## src/rtl/mdpath_hs.sv

```systemverilog
// mdpath_hs: multi-cycle MIPS datapath with a req/ready memory handshake,
// sub-word load/store lane steering and a parametrised reset vector.
module mdpath_hs #(
  parameter logic [31:0] RESET_PC    = 32'h0000_0000,
  parameter bit          SUBWORD_EN  = 1'b1,
  parameter bit          ALIGN_CHECK = 1'b1
) (
  input  logic        clk,
  input  logic        reset,
  input  logic        IorD,
  input  logic        IRWrite,
  input  logic        MemRead,
  input  logic        MemWrite,
  input  logic [1:0]  LSSize,
  input  logic        LSUnsigned,
  input  logic [1:0]  RegDst,
  input  logic        RegWrite,
  input  logic [1:0]  MemtoReg,
  input  logic        ALUSrcA,
  input  logic [1:0]  ALUSrcB,
  input  logic [1:0]  PCSource,
  input  logic        PCWrite,
  input  logic        PCWriteCond,
  input  logic        Branch,
  input  logic [2:0]  ALU_operation,
  input  logic [31:0] data2CPU,
  input  logic        MIO_ready,
  output logic [31:0] M_addr,
  output logic [31:0] data_out,
  output logic [3:0]  byte_en,
  output logic        mem_rd,
  output logic        mem_wr,
  output logic        mem_busy,
  output logic        mem_done,
  output logic        misaligned,
  output logic [31:0] PC_Current,
  output logic [31:0] Inst,
  output logic        zero,
  output logic        overflow
);

  typedef enum logic {S_IDLE, S_BUSY} state_t;

  state_t      r_state;
  logic [31:0] r_pc;
  logic [31:0] r_ir;
  logic [31:0] r_mdr;
  logic [31:0] r_a;
  logic [31:0] r_b;
  logic [31:0] r_aluout;
  logic [31:0] r_rf [32];
  logic [31:0] r_maddr;
  logic [31:0] r_dout;
  logic [3:0]  r_be;
  logic        r_rd;
  logic        r_wr;
  logic        r_done;
  logic        r_mis;
  logic        r_fetch;
  logic        r_uns;
  logic [1:0]  r_size;

  logic        w_busy;
  logic [4:0]  w_rs;
  logic [4:0]  w_rt;
  logic [4:0]  w_rd;
  logic [4:0]  w_wa;
  logic [31:0] w_imm;
  logic [31:0] w_wd;
  logic [31:0] w_src_a;
  logic [31:0] w_src_b;
  logic [31:0] w_res;
  logic        w_ovf;
  logic        w_zero;
  logic [31:0] w_pc_next;
  logic        w_pc_we;
  logic [1:0]  w_size;
  logic        w_byte;
  logic        w_half;
  logic        w_word;
  logic        w_mis;
  logic [31:0] w_araw;
  logic [31:0] w_addr;
  logic [31:0] w_wdata;
  logic [3:0]  w_be;
  logic [7:0]  w_lb;
  logic [15:0] w_lh;
  logic [31:0] w_ld;

  assign w_busy = (r_state == S_BUSY);
  assign w_rs   = r_ir[25:21];
  assign w_rt   = r_ir[20:16];
  assign w_rd   = r_ir[15:11];
  assign w_imm  = {{16{r_ir[15]}}, r_ir[15:0]};

  always_comb begin
    case (RegDst)
      2'b01:   w_wa = w_rd;
      2'b10:   w_wa = 5'd31;
      default: w_wa = w_rt;
    endcase
  end

  always_comb begin
    case (MemtoReg)
      2'b01:   w_wd = r_mdr;
      2'b10:   w_wd = {r_ir[15:0], 16'h0000};
      2'b11:   w_wd = r_pc;
      default: w_wd = r_aluout;
    endcase
  end

  assign w_src_a = ALUSrcA ? r_a : r_pc;

  always_comb begin
    case (ALUSrcB)
      2'b01:   w_src_b = 32'd4;
      2'b10:   w_src_b = w_imm;
      2'b11:   w_src_b = {w_imm[29:0], 2'b00};
      default: w_src_b = r_b;
    endcase
  end

  always_comb begin
    w_res = '0;
    w_ovf = 1'b0;
    case (ALU_operation)
      3'b000: w_res = w_src_a & w_src_b;
      3'b001: w_res = w_src_a | w_src_b;
      3'b010: begin
        w_res = w_src_a + w_src_b;
        w_ovf = (w_src_a[31] == w_src_b[31]) &
                (w_res[31] != w_src_a[31]);
      end
      3'b011: w_res = w_src_a ^ w_src_b;
      3'b100: w_res = ~(w_src_a | w_src_b);
      3'b101: w_res = w_src_b >> r_ir[10:6];
      3'b110: begin
        w_res = w_src_a - w_src_b;
        w_ovf = (w_src_a[31] != w_src_b[31]) &
                (w_res[31] != w_src_a[31]);
      end
      default: w_res = {31'd0, $signed(w_src_a) < $signed(w_src_b)};
    endcase
  end

  assign w_zero = (w_res == 32'd0);

  always_comb begin
    case (PCSource)
      2'b01:   w_pc_next = r_aluout;
      2'b10:   w_pc_next = {r_pc[31:28], r_ir[25:0], 2'b00};
      2'b11:   w_pc_next = r_a;
      default: w_pc_next = w_res;
    endcase
  end

  // Branch selects the sense: beq takes on zero, bne on !zero.
  assign w_pc_we = (PCWrite | (PCWriteCond & (w_zero == Branch))) & ~w_busy;

  assign w_size = SUBWORD_EN ? LSSize : 2'b00;
  assign w_byte = (w_size == 2'b10);
  assign w_half = (w_size == 2'b01);
  assign w_word = ~w_byte & ~w_half;
  assign w_araw = IorD ? r_aluout : r_pc;
  assign w_mis  = (w_half & w_araw[0]) | (w_word & (w_araw[1:0] != 2'b00));

  always_comb begin
    w_addr  = {w_araw[31:2], 2'b00};
    w_be    = 4'b1111;
    w_wdata = r_b;
    unique case (1'b1)
      w_byte: begin
        w_addr  = w_araw;
        w_be    = 4'b0001 << w_araw[1:0];
        w_wdata = {4{r_b[7:0]}};
      end
      w_half: begin
        w_addr  = {w_araw[31:1], 1'b0};
        w_be    = w_araw[1] ? 4'b1100 : 4'b0011;
        w_wdata = {2{r_b[15:0]}};
      end
      w_word: begin
        w_addr  = {w_araw[31:2], 2'b00};
        w_be    = 4'b1111;
        w_wdata = r_b;
      end
    endcase
  end

  // Little-endian lane select for sub-word loads.
  always_comb begin
    case (r_maddr[1:0])
      2'b01:   w_lb = data2CPU[15:8];
      2'b10:   w_lb = data2CPU[23:16];
      2'b11:   w_lb = data2CPU[31:24];
      default: w_lb = data2CPU[7:0];
    endcase
    w_lh = r_maddr[1] ? data2CPU[31:16] : data2CPU[15:0];
    w_ld = data2CPU;
    if (r_size == 2'b10)
      w_ld = {{24{~r_uns & w_lb[7]}}, w_lb};
    else if (r_size == 2'b01)
      w_ld = {{16{~r_uns & w_lh[15]}}, w_lh};
  end

  always_ff @(posedge clk) begin
    if (reset) begin
      r_pc     <= RESET_PC;
      r_a      <= '0;
      r_b      <= '0;
      r_aluout <= '0;
      for (int i = 0; i < 32; i++)
        r_rf[i] <= '0;
    end else begin
      if (w_pc_we)
        r_pc <= w_pc_next;
      if (!w_busy) begin
        r_a      <= r_rf[w_rs];
        r_b      <= r_rf[w_rt];
        r_aluout <= w_res;
      end
      if (RegWrite && (w_wa != 5'd0))
        r_rf[w_wa] <= w_wd;
    end
  end

  always_ff @(posedge clk) begin
    if (reset) begin
      r_state <= S_IDLE;
      r_ir    <= '0;
      r_mdr   <= '0;
      r_maddr <= '0;
      r_dout  <= '0;
      r_be    <= '0;
      r_rd    <= 1'b0;
      r_wr    <= 1'b0;
      r_done  <= 1'b0;
      r_mis   <= 1'b0;
      r_fetch <= 1'b0;
      r_uns   <= 1'b0;
      r_size  <= 2'b00;
    end else begin
      r_done <= 1'b0;
      r_mis  <= 1'b0;
      unique case (r_state)
        S_IDLE: begin
          if (MemRead | MemWrite) begin
            if (ALIGN_CHECK && w_mis) begin
              r_mis <= 1'b1;
            end else begin
              r_state <= S_BUSY;
              r_maddr <= w_addr;
              r_rd    <= MemRead;
              r_wr    <= ~MemRead;
              r_fetch <= MemRead & IRWrite;
              r_uns   <= LSUnsigned;
              r_size  <= w_size;
              r_be    <= MemRead ? 4'b0000 : w_be;
              if (!MemRead)
                r_dout <= w_wdata;
            end
          end
        end
        S_BUSY: begin
          if (MIO_ready) begin
            r_state <= S_IDLE;
            r_rd    <= 1'b0;
            r_wr    <= 1'b0;
            r_be    <= 4'b0000;
            r_done  <= 1'b1;
            if (r_rd) begin
              if (r_fetch)
                r_ir <= data2CPU;
              else
                r_mdr <= w_ld;
            end
          end
        end
      endcase
    end
  end

  assign M_addr     = r_maddr;
  assign data_out   = r_dout;
  assign byte_en    = r_be;
  assign mem_rd     = r_rd;
  assign mem_wr     = r_wr;
  assign mem_busy   = w_busy;
  assign mem_done   = r_done;
  assign misaligned = r_mis;
  assign PC_Current = r_pc;
  assign Inst       = r_ir;
  assign zero       = w_zero;
  assign overflow   = w_ovf;

endmodule
```

## config.mk

```make
export PLATFORM = sky130hd
export DESIGN_NAME = mdpath_hs
export DESIGN_NICKNAME = d
export VERILOG_FILES = /design/src/rtl/mdpath_hs.sv
export SDC_FILE = /design/constraint.sdc
export NUM_CORES = 2
export LEC_CHECK = 0
export ABC_AREA = 1
export CORE_ASPECT_RATIO = 1.75
export CORE_MARGIN = 1.5
export CORE_UTILIZATION = 50
export CTS_BUF_LIST = sky130_fd_sc_hd__clkbuf_4 sky130_fd_sc_hd__clkbuf_8
export DETAILED_ROUTE_END_ITERATION = 7
export PLACE_DENSITY = 0.66
export SYNTH_ARGS = -nofsm -noshare
export SYNTH_HDL_FRONTEND = slang
export SYNTH_SLANG_ARGS = --single-unit
```

## constraint.sdc

```tcl
create_clock -name clk -period 10.3 [get_ports clk]
set_input_delay 1.03 -clock clk [delete_from_list [all_inputs] [get_ports clk]]
set_output_delay 1.03 -clock clk [all_outputs]
set_load 0.02 [all_outputs]
```

### Yosys cells after proc, flatten, opt, wreduce, memory -nomap -nowiden

Memories as Yosys holds them, arrays and structs flattened. A register that Yosys moved wholly into a read port is not among the register bits.
Index checks and enable logic that the tools add are counted.

| storage, ports and cells | value |
|---|---|
| bits of input ports | 58 |
| register bits | 205 |
| memories | 1 |
| memory bits (writable) | 1024 |
| output and inout port bits | 139 |

| cells by class | value |
|---|---|
| shift operators | 2 |
| magnitude comparators | 1 |
| multiplexer cells | 42 |
| add/subtract/negate cells | 2 |
| eq/ne operators | 32 |
| reductions and logical operators | 16 |
| bitwise logic cells | 26 |

Memory list:

| memory | depth | bits a word | read ports | clocked after Yosys merged registers in | write ports | RTL line | text |
|---|---|---|---|---|---|---|---|
| r_rf | 32 | 32 | 2 | 2 | 32 | 51 | `logic [31:0] r_rf [32];` |

Operators by type and width:

| kind | count |
|---|---|
| 32-bit case mux with 3 select lines | 5 |
| 32-bit case mux with 7 select lines | 1 |
| 32-bit two-way mux | 5 |
| 32-bit adder | 1 |
| 32-bit AND | 1 |
| 32-bit logical NOT | 1 |
| 32-bit < comparator | 1 |
| 32-bit inverter | 1 |
| 32-bit bitwise OR | 1 |
| 32-bit OR reduction | 1 |
| 32-bit by 5-bit >> shifter with 32-bit output | 1 |
| 32-bit subtractor | 1 |
| 32-bit bitwise XOR | 1 |
| 8-bit case mux with 3 select lines | 1 |
| 2-bit equality test, second input constant | 11 |
| 4-bit two-way mux | 5 |
| 1-bit two-way mux | 16 |
| 16-bit two-way mux | 1 |
| 2-bit by 1-bit equality test with 1-bit output, second input constant | 7 |
| 4-bit case mux with 3 select lines | 1 |
| 4-bit AND reduction | 3 |
| 1-bit AND | 10 |
| 5-bit case mux with 2 select lines | 1 |
| 3-bit equality test, second input constant | 3 |
| 21 further kinds | 41 |

### Logic depth before layout (Yosys ltp)

| logic depth | value |
|---|---|
| depth after elaboration | 11 |
| depth in mapped cells | 37 |
| depth with buffers taken out | 32 |

### Worst setup path after synthesis

OpenSTA, ideal clock, no wires.

| timing path | value |
|---|---|
| kind | input -> output |
| start point | input port ALUSrcA |
| end point | output port zero |
| cell stages on the path | 28 |
| data required time | 9.270 ns |
| slack | 5.014 ns |
| path buffers | 4 |
| arrival | 4.256 ns |
| cell sequence | buf_4 buf_6 clkbuf_1 clkbuf_1 nand2_1 o21ai_0 inv_1 ha_1 fa_1 nand2_1 nand2_1 nand3_1 nand2_1 nand2_1 nand2_1 nand2_1 nand2_1 nand2_1 nand3_1 nand2_1 nor2_1 nor2_1 o21ai_1 nor2_1 nand2_1 nor2_1 nand3_1 inv_1 |

| between the ends | value |
|---|---|
| longest elaborated chain between the ends | 5 |

Ends and longest elaborated chain:

| element | RTL line | text |
|---|---|---|
| from (decl) | 19 | `input logic ALUSrcA,` |
| 32-bit two-way mux (*) | 113 | `assign w_src_a = ALUSrcA ? r_a : r_pc;` |
| branches (longest 2 deep; another with 32-bit subtractor) | - |  |
| 32-bit case mux with 7 select lines (*) | 127 | `case (ALU_operation)` |
| 32-bit logical NOT (*) | 147 | `assign w_zero = (w_res == 32'd0);` |
| to (decl) | 38 | `output logic zero,` |

Mark *: on every way between the ends.

### Worst setup path in the final report

| timing path | value |
|---|---|
| start point | input port ALUSrcB[1] |
| end point | output port zero |

| between the ends | value |
|---|---|
| longest elaborated chain between the ends | 6 |

Ends and longest elaborated chain:

| element | RTL line | text |
|---|---|---|
| from (decl) | 20 | `input logic [1:0] ALUSrcB,` |
| 2-bit equality test or 2-bit by 1-bit equality test with 1-bit output (tied branches) | 116 | `case (ALUSrcB)` |
| 32-bit case mux with 3 select lines (*) | 116 |  |
| branches (longest 2 deep; another with 32-bit subtractor) | - |  |
| 32-bit case mux with 7 select lines (*) | 127 |  |
| 32-bit logical NOT (*) | 147 |  |

Marks and branches as above.

==> impl.org <==
** Clocking
- In this run the clock root is driven by a sky130_fd_sc_hd__clkbuf_8.
- Resized cells post-CTS :: 0
- Max clock buf depth :: 4
- Buffers inserted during clock tree synthesis total 197.
- TritonCTS clock tree :: yes
- After clock tree synthesis, the flow added hold-fix buffers numbering 0.
- Clock-pin slew of the registers on the worst-case setup and hold paths :: 0.06 ns
- Post-CTS timing repair inserted 0 buffers for setup.
- Clock latency on the worst-skew pair, taken at its later pin, is 0.98 ns.
- Number of levels the H-tree was split into :: 4
- Clock Sink Count :: 1293

** Drt
- The count of nets left with antenna violations once routing finished came out at 0.
- Routed len/inst :: 33.38 µm
- After the first detailed-routing iteration, the DRC count stood at 13114.
- The first detailed-routing pass ran for 8 iterations.
- For this run, design rule violations remaining after detail routing come to 1.
- After detailed routing, the number of vias per cell comes to 6.868.
- Summing over every cut layer, the via total after detailed routing is 77310.
- Routed Wire Length :: 375.8 mm

** Pwr
- Internal power comes to 8.712 mW.
- The worst-case IR drop observed on VDD is 0.1435 mV.
- Switching share of power :: 32.22%
- The clock network burns 34.5% of the power.
- Seq pwr share :: 47.7%
- Of the total power, combinational logic draws 17.8%.
- For this design the total switching power over the nets is 4.142 mW.
- In this run the power density over the cells is 158.1 nW/µm².
- In this run the static leakage power is 30.45 nW.

** Floorplan
- Placeable core area :: 146600 µm²
- In this run the count of I/O pins placed on the die edge is 197.
- Die boundary height :: 511.2 µm
- Die boundary width :: 293.4 µm
- Rows :: 186
- Die ar. :: 150000 µm²
- The initial utilization of the core area, before any placement, comes to 50.33%.

** Global routing
- Global routing consumed, over all layers together, 48.60% of the routing resources.
- After global routing the overflow that remains totals 0.
- The number of antenna violations at the first check in global routing is 20.
- Maximum number of pins on one net before global-route repair :: 191
- Global-route wire length before repair :: 520.7 mm
- Number of global-route vias before repair :: 73133

** Logic synthesis
- Synthesis handed over a netlist of 9391 instances.
- Fraction of the yosys area taken by sequential cells :: 48.97%
- Counting distinct cell types in the post-synthesis netlist gives 61.
- Async S/R FF share, synth :: 0%
- Post-synth top flop :: sky130_fd_sc_hd__edfxtp_1
- The synthesized netlist occupies a cell area of 73790 µm².
- The synthesized design contains 1024 enable-type register cells.
- Warning count from the yosys run :: 0
- Each instance of the synthesized netlist takes up on average 7.857 µm².
- The synthesized design contains 1293 register bits.

** Placed design
- Half-perimeter wire length of the detailed placement result :: 246.0 mm
- Routability cong. :: 1.047
- In this run the tool buffered the top-level ports with 196 buffer cells.
- Placed cells :: 10889

** Final layout
- The post-route netlist has 8.097% of its cells at a drive strength greater than 1.
- The final layout contains 9372 nets.
- Excluding fillers, the count of instances in the completed layout stands at 11257.
- Synth-to-layout area growth :: 10.18%

** Setup path
- Traced cell by cell, the critical path runs through clkdlybuf4s50_1 -> inv_2 -> nand2_1 -> o22ai_1 -> ha_1 -> inv_1 -> nand3_1 -> nand2_1 -> o21ai_0 -> nand2_1 -> nand3_2 -> nand2_2 -> nand2_1 -> nand2_1 -> nand2_1 -> nand2_1 -> nand3_1 -> nand2_1 -> nor2_1 -> nand3_1 -> nor2_1 -> nand3_1 -> inv_1 -> clkdlybuf4s50_1.
- Data required time at the worst endpoint :: 9.27 ns
- Dominant delay contributor by cell family on the critical path :: simple AND/OR/NAND/NOR gates
- Crit path top cell by count :: sky130_fd_sc_hd__nand2_1
- Slowest stage delay, CP :: 0.89 ns
- The worst setup path is captured at an output port.
- For the worst setup path, the data arrival time is 7.56 ns.
- Cell with the biggest individual delay on the critical path :: sky130_fd_sc_hd__clkdlybuf4s50_1
- The worst setup path is of the input port to output port kind.
- Together, buffers and inverters on the worst path number 5.
- Maximum fanout count along the critical path :: 16
- Startpoint types :: input port

** Timing
- Max Slew Vio Count :: 4
- Number of hold violations in the final report :: 0
- In this run the tightest slew margin relative to its limit is -3.767%.
- Achievable clock frequency :: 116.5 MHz
- Setup violations remaining at the end of the flow were counted as 0.
- Tightest Pin Transition :: 1.546 ns
- Worst clock skew :: 0.07054 ns
- The smallest clock period supported by the final layout is computed as 8.587 ns.
- Setup repair after global routing missed its margin :: no
- Tcrit/Tclk final :: 83.37%
- After routing, the total negative slack on setup checks comes to 0 ns.

** Run status
- The final reports fail on design-rule violations, max-capacitance violations, max-slew violations.
- Status :: complete, but fails checks

** Min path
- Class of the tightest hold or removal check :: register to register

** Run
- Across the run, the number of max-cap violations was 1.
final cells by class:
cell class                 count  area (µm²)
fill                       13623       65320
sequential                  1293       36170
multi-input combinational   6861       33450
timing repair buffer         406        3649
clock buffer                 272        3374
tap                         1880        2352
inverter                     451        1742
clock inverter                79       524.3
antenna                       15       37.54
worst register-to-register path, stage by stage (launching register included):
cell and delay [ns]:
sky130_fd_sc_hd__dfxtp_1 0.48, sky130_fd_sc_hd__inv_1 0.41, sky130_fd_sc_hd__o22ai_1 0.70, sky130_fd_sc_hd__ha_1 0.34, sky130_fd_sc_hd__nand2_1 0.08, sky130_fd_sc_hd__nand3_1 0.10
sky130_fd_sc_hd__nand2_1 0.15, sky130_fd_sc_hd__o21ai_0 0.51, sky130_fd_sc_hd__nand2_1 0.18, sky130_fd_sc_hd__nand3_2 0.23, sky130_fd_sc_hd__nand2_2 0.11, sky130_fd_sc_hd__nand2_1 0.15
sky130_fd_sc_hd__nand2_1 0.10, sky130_fd_sc_hd__nand2_1 0.06, sky130_fd_sc_hd__nand2_1 0.04, sky130_fd_sc_hd__nand3_1 0.09, sky130_fd_sc_hd__nand2_1 0.06, sky130_fd_sc_hd__nor2_1 0.72
sky130_fd_sc_hd__nand3_1 0.19, sky130_fd_sc_hd__nor2_1 0.28, sky130_fd_sc_hd__nand3_1 0.24, sky130_fd_sc_hd__nand2_1 0.13, sky130_fd_sc_hd__nand3_2 0.09, sky130_fd_sc_hd__nand2_4 0.27
sky130_fd_sc_hd__nand2_2 0.56, sky130_fd_sc_hd__clkinv_4 0.38, sky130_fd_sc_hd__nor2_1 0.08, sky130_fd_sc_hd__nor2_1 0.10
Yosys cell counts (all sizes together) (6+ instances only):
master,number,share of area [%]
o221ai,82,0.97
buf,62,0.50
nand3b,6,0.061
or2,7,0.059
a221oi,31,0.37
a21oi,247,1.8
a31oi,20,0.17
edfxtp,1024,42
ha,102,1.7
o21ai,1622,11
o22ai,648,5.5
o32ai,26,0.31
o21bai,11,0.11
nand2,856,4.5
nand4,39,0.33
o211ai,15,0.15
dfxtp,269,7.3
a22oi,7,0.071
o221a,14,0.21
o2111ai,18,0.21
inv,439,2.2
clkinv,12,0.068
a211oi,13,0.13
nor3,31,0.21
o311ai,10,0.12
nand3,379,2.7
nor2,2624,13
clkbuf,755,3.8
routing by layer:
layer | track usage [%] | part of all wire [%] | routed length, µm | vias up
li1 | - | - | - | 32230
met1 | 50.70 | 30 | 112600 | 36120
met2 | 77.04 | 45 | 169800 | 6696
met3 | 12.89 | 12 | 45270 | 2242
met4 | 49.96 | 13 | 47890 | 22
met5 | 0.1626 | 0.039 | 148 | -
registers in the layout (all words and copies together), names as in the netlist:
register	flops
mem_rd	1
mem_wr	1
mem_busy	1
misaligned	1
r_rf	1024
mem_done	1
PC_Current	32
r_fetch	1
M_addr	32
r_mdr	32
Inst	32
data_out	32
byte_en	4
r_uns	1
r_b	32
r_size	2
r_aluout	32
r_a	32
worst paths after layout:
| check | slack [ns] | from | depth (start not counted) | to |
|---|---|---|---|---|
| max reg2reg | 3.42 | r_b[0] | 27 | PC_Current[27] |
| min | 0.46 | data_out[2] | 2 | data_out[2] |
| max | 1.71 | ALUSrcB[1] | 24 | zero |
| min reg2reg | 0.46 | data_out[2] | 2 | data_out[2] |
metrics by stage:
| step | cell area, µm² | power, mW | util, % | hold slack (ns) | setup WS (ns) |
|---|---|---|---|---|---|
| floorplan | 73900 | 7.284 | - | 0.4354 | 5.014 |
| global placement | 77320 | 8.387 | 52.74 | 0.4478 | 1.875 |
| detailed placement | 77320 | 8.397 | 52.74 | 0.4535 | 1.957 |
| CTS | 81220 | 12.71 | 55.40 | 0.4637 | 1.944 |
| global route | 81270 | 13.11 | 55.43 | 0.4866 | 1.743 |
| finish | 81300 | 12.85 | 55.45 | 0.4635 | 1.713 |
power groups by stage:
stage | Combinational, mW | Clock, mW | Sequential [mW]
after floorplan | 1.11 | 0 | 6.17
after global placement | 2.18 | 0 | 6.21
after detailed placement | 2.17 | 0 | 6.22
after CTS | 2.18 | 4.41 | 6.11
after global routing | 2.36 | 4.61 | 6.14
final | 2.29 | 4.43 | 6.13
kinds of logic (layout without fill, tap and decap cells):
group / after synthesis / in the layout / synth area share [%]
compound gates: 2774 / 2774 / 21.28
xor+xnor: 2 / 2 / 0.02374
fa+ha+maj: 104 / 104 / 1.784
buf+inv: 1268 / 1208 / 6.642
flops: 1293 / 1293 / 48.97
other cells: 1 / 47 / 0.005082
simple gates: 3949 / 3949 / 21.29
cell usage in the layout (no fill, tap or decap), types with 12 or more instances in the layout:
| master | count |
|---|---|
| sky130_fd_sc_hd__buf_4 | 202 |
| sky130_fd_sc_hd__o211ai_1 | 15 |
| sky130_fd_sc_hd__a31oi_1 | 20 |
| sky130_fd_sc_hd__clkinv_2 | 28 |
| sky130_fd_sc_hd__o21ai_1 | 21 |
| sky130_fd_sc_hd__o2111ai_1 | 17 |
| sky130_fd_sc_hd__a21oi_1 | 218 |
| sky130_fd_sc_hd__o22ai_1 | 648 |
| sky130_fd_sc_hd__nor2_2 | 12 |
| sky130_fd_sc_hd__clkbuf_8 | 213 |
| sky130_fd_sc_hd__nand4_1 | 39 |
| sky130_fd_sc_hd__o21ai_0 | 1598 |
| sky130_fd_sc_hd__inv_1 | 418 |
| sky130_fd_sc_hd__clkbuf_4 | 59 |
| sky130_fd_sc_hd__nor3_1 | 26 |
| sky130_fd_sc_hd__diode_2 | 15 |
| sky130_fd_sc_hd__dfxtp_1 | 259 |
| sky130_fd_sc_hd__o221a_2 | 14 |
| sky130_fd_sc_hd__ha_1 | 102 |
| sky130_fd_sc_hd__a221oi_1 | 17 |
| sky130_fd_sc_hd__nand3_1 | 365 |
| sky130_fd_sc_hd__o221ai_1 | 82 |
| sky130_fd_sc_hd__a211oi_1 | 13 |
| sky130_fd_sc_hd__clkdlybuf4s50_1 | 193 |
| sky130_fd_sc_hd__conb_1 | 32 |
| sky130_fd_sc_hd__nand2_1 | 758 |
| sky130_fd_sc_hd__clkinv_1 | 50 |
| sky130_fd_sc_hd__nor2_1 | 2607 |
| sky130_fd_sc_hd__edfxtp_1 | 1024 |
| sky130_fd_sc_hd__o32ai_1 | 26 |
| sky130_fd_sc_hd__a21oi_2 | 15 |
| sky130_fd_sc_hd__a21oi_4 | 14 |
| sky130_fd_sc_hd__inv_2 | 12 |
| sky130_fd_sc_hd__nand2_2 | 96 |
| sky130_fd_sc_hd__a221oi_4 | 14 |
Note: power is estimated with default switching activity, not from simulation.
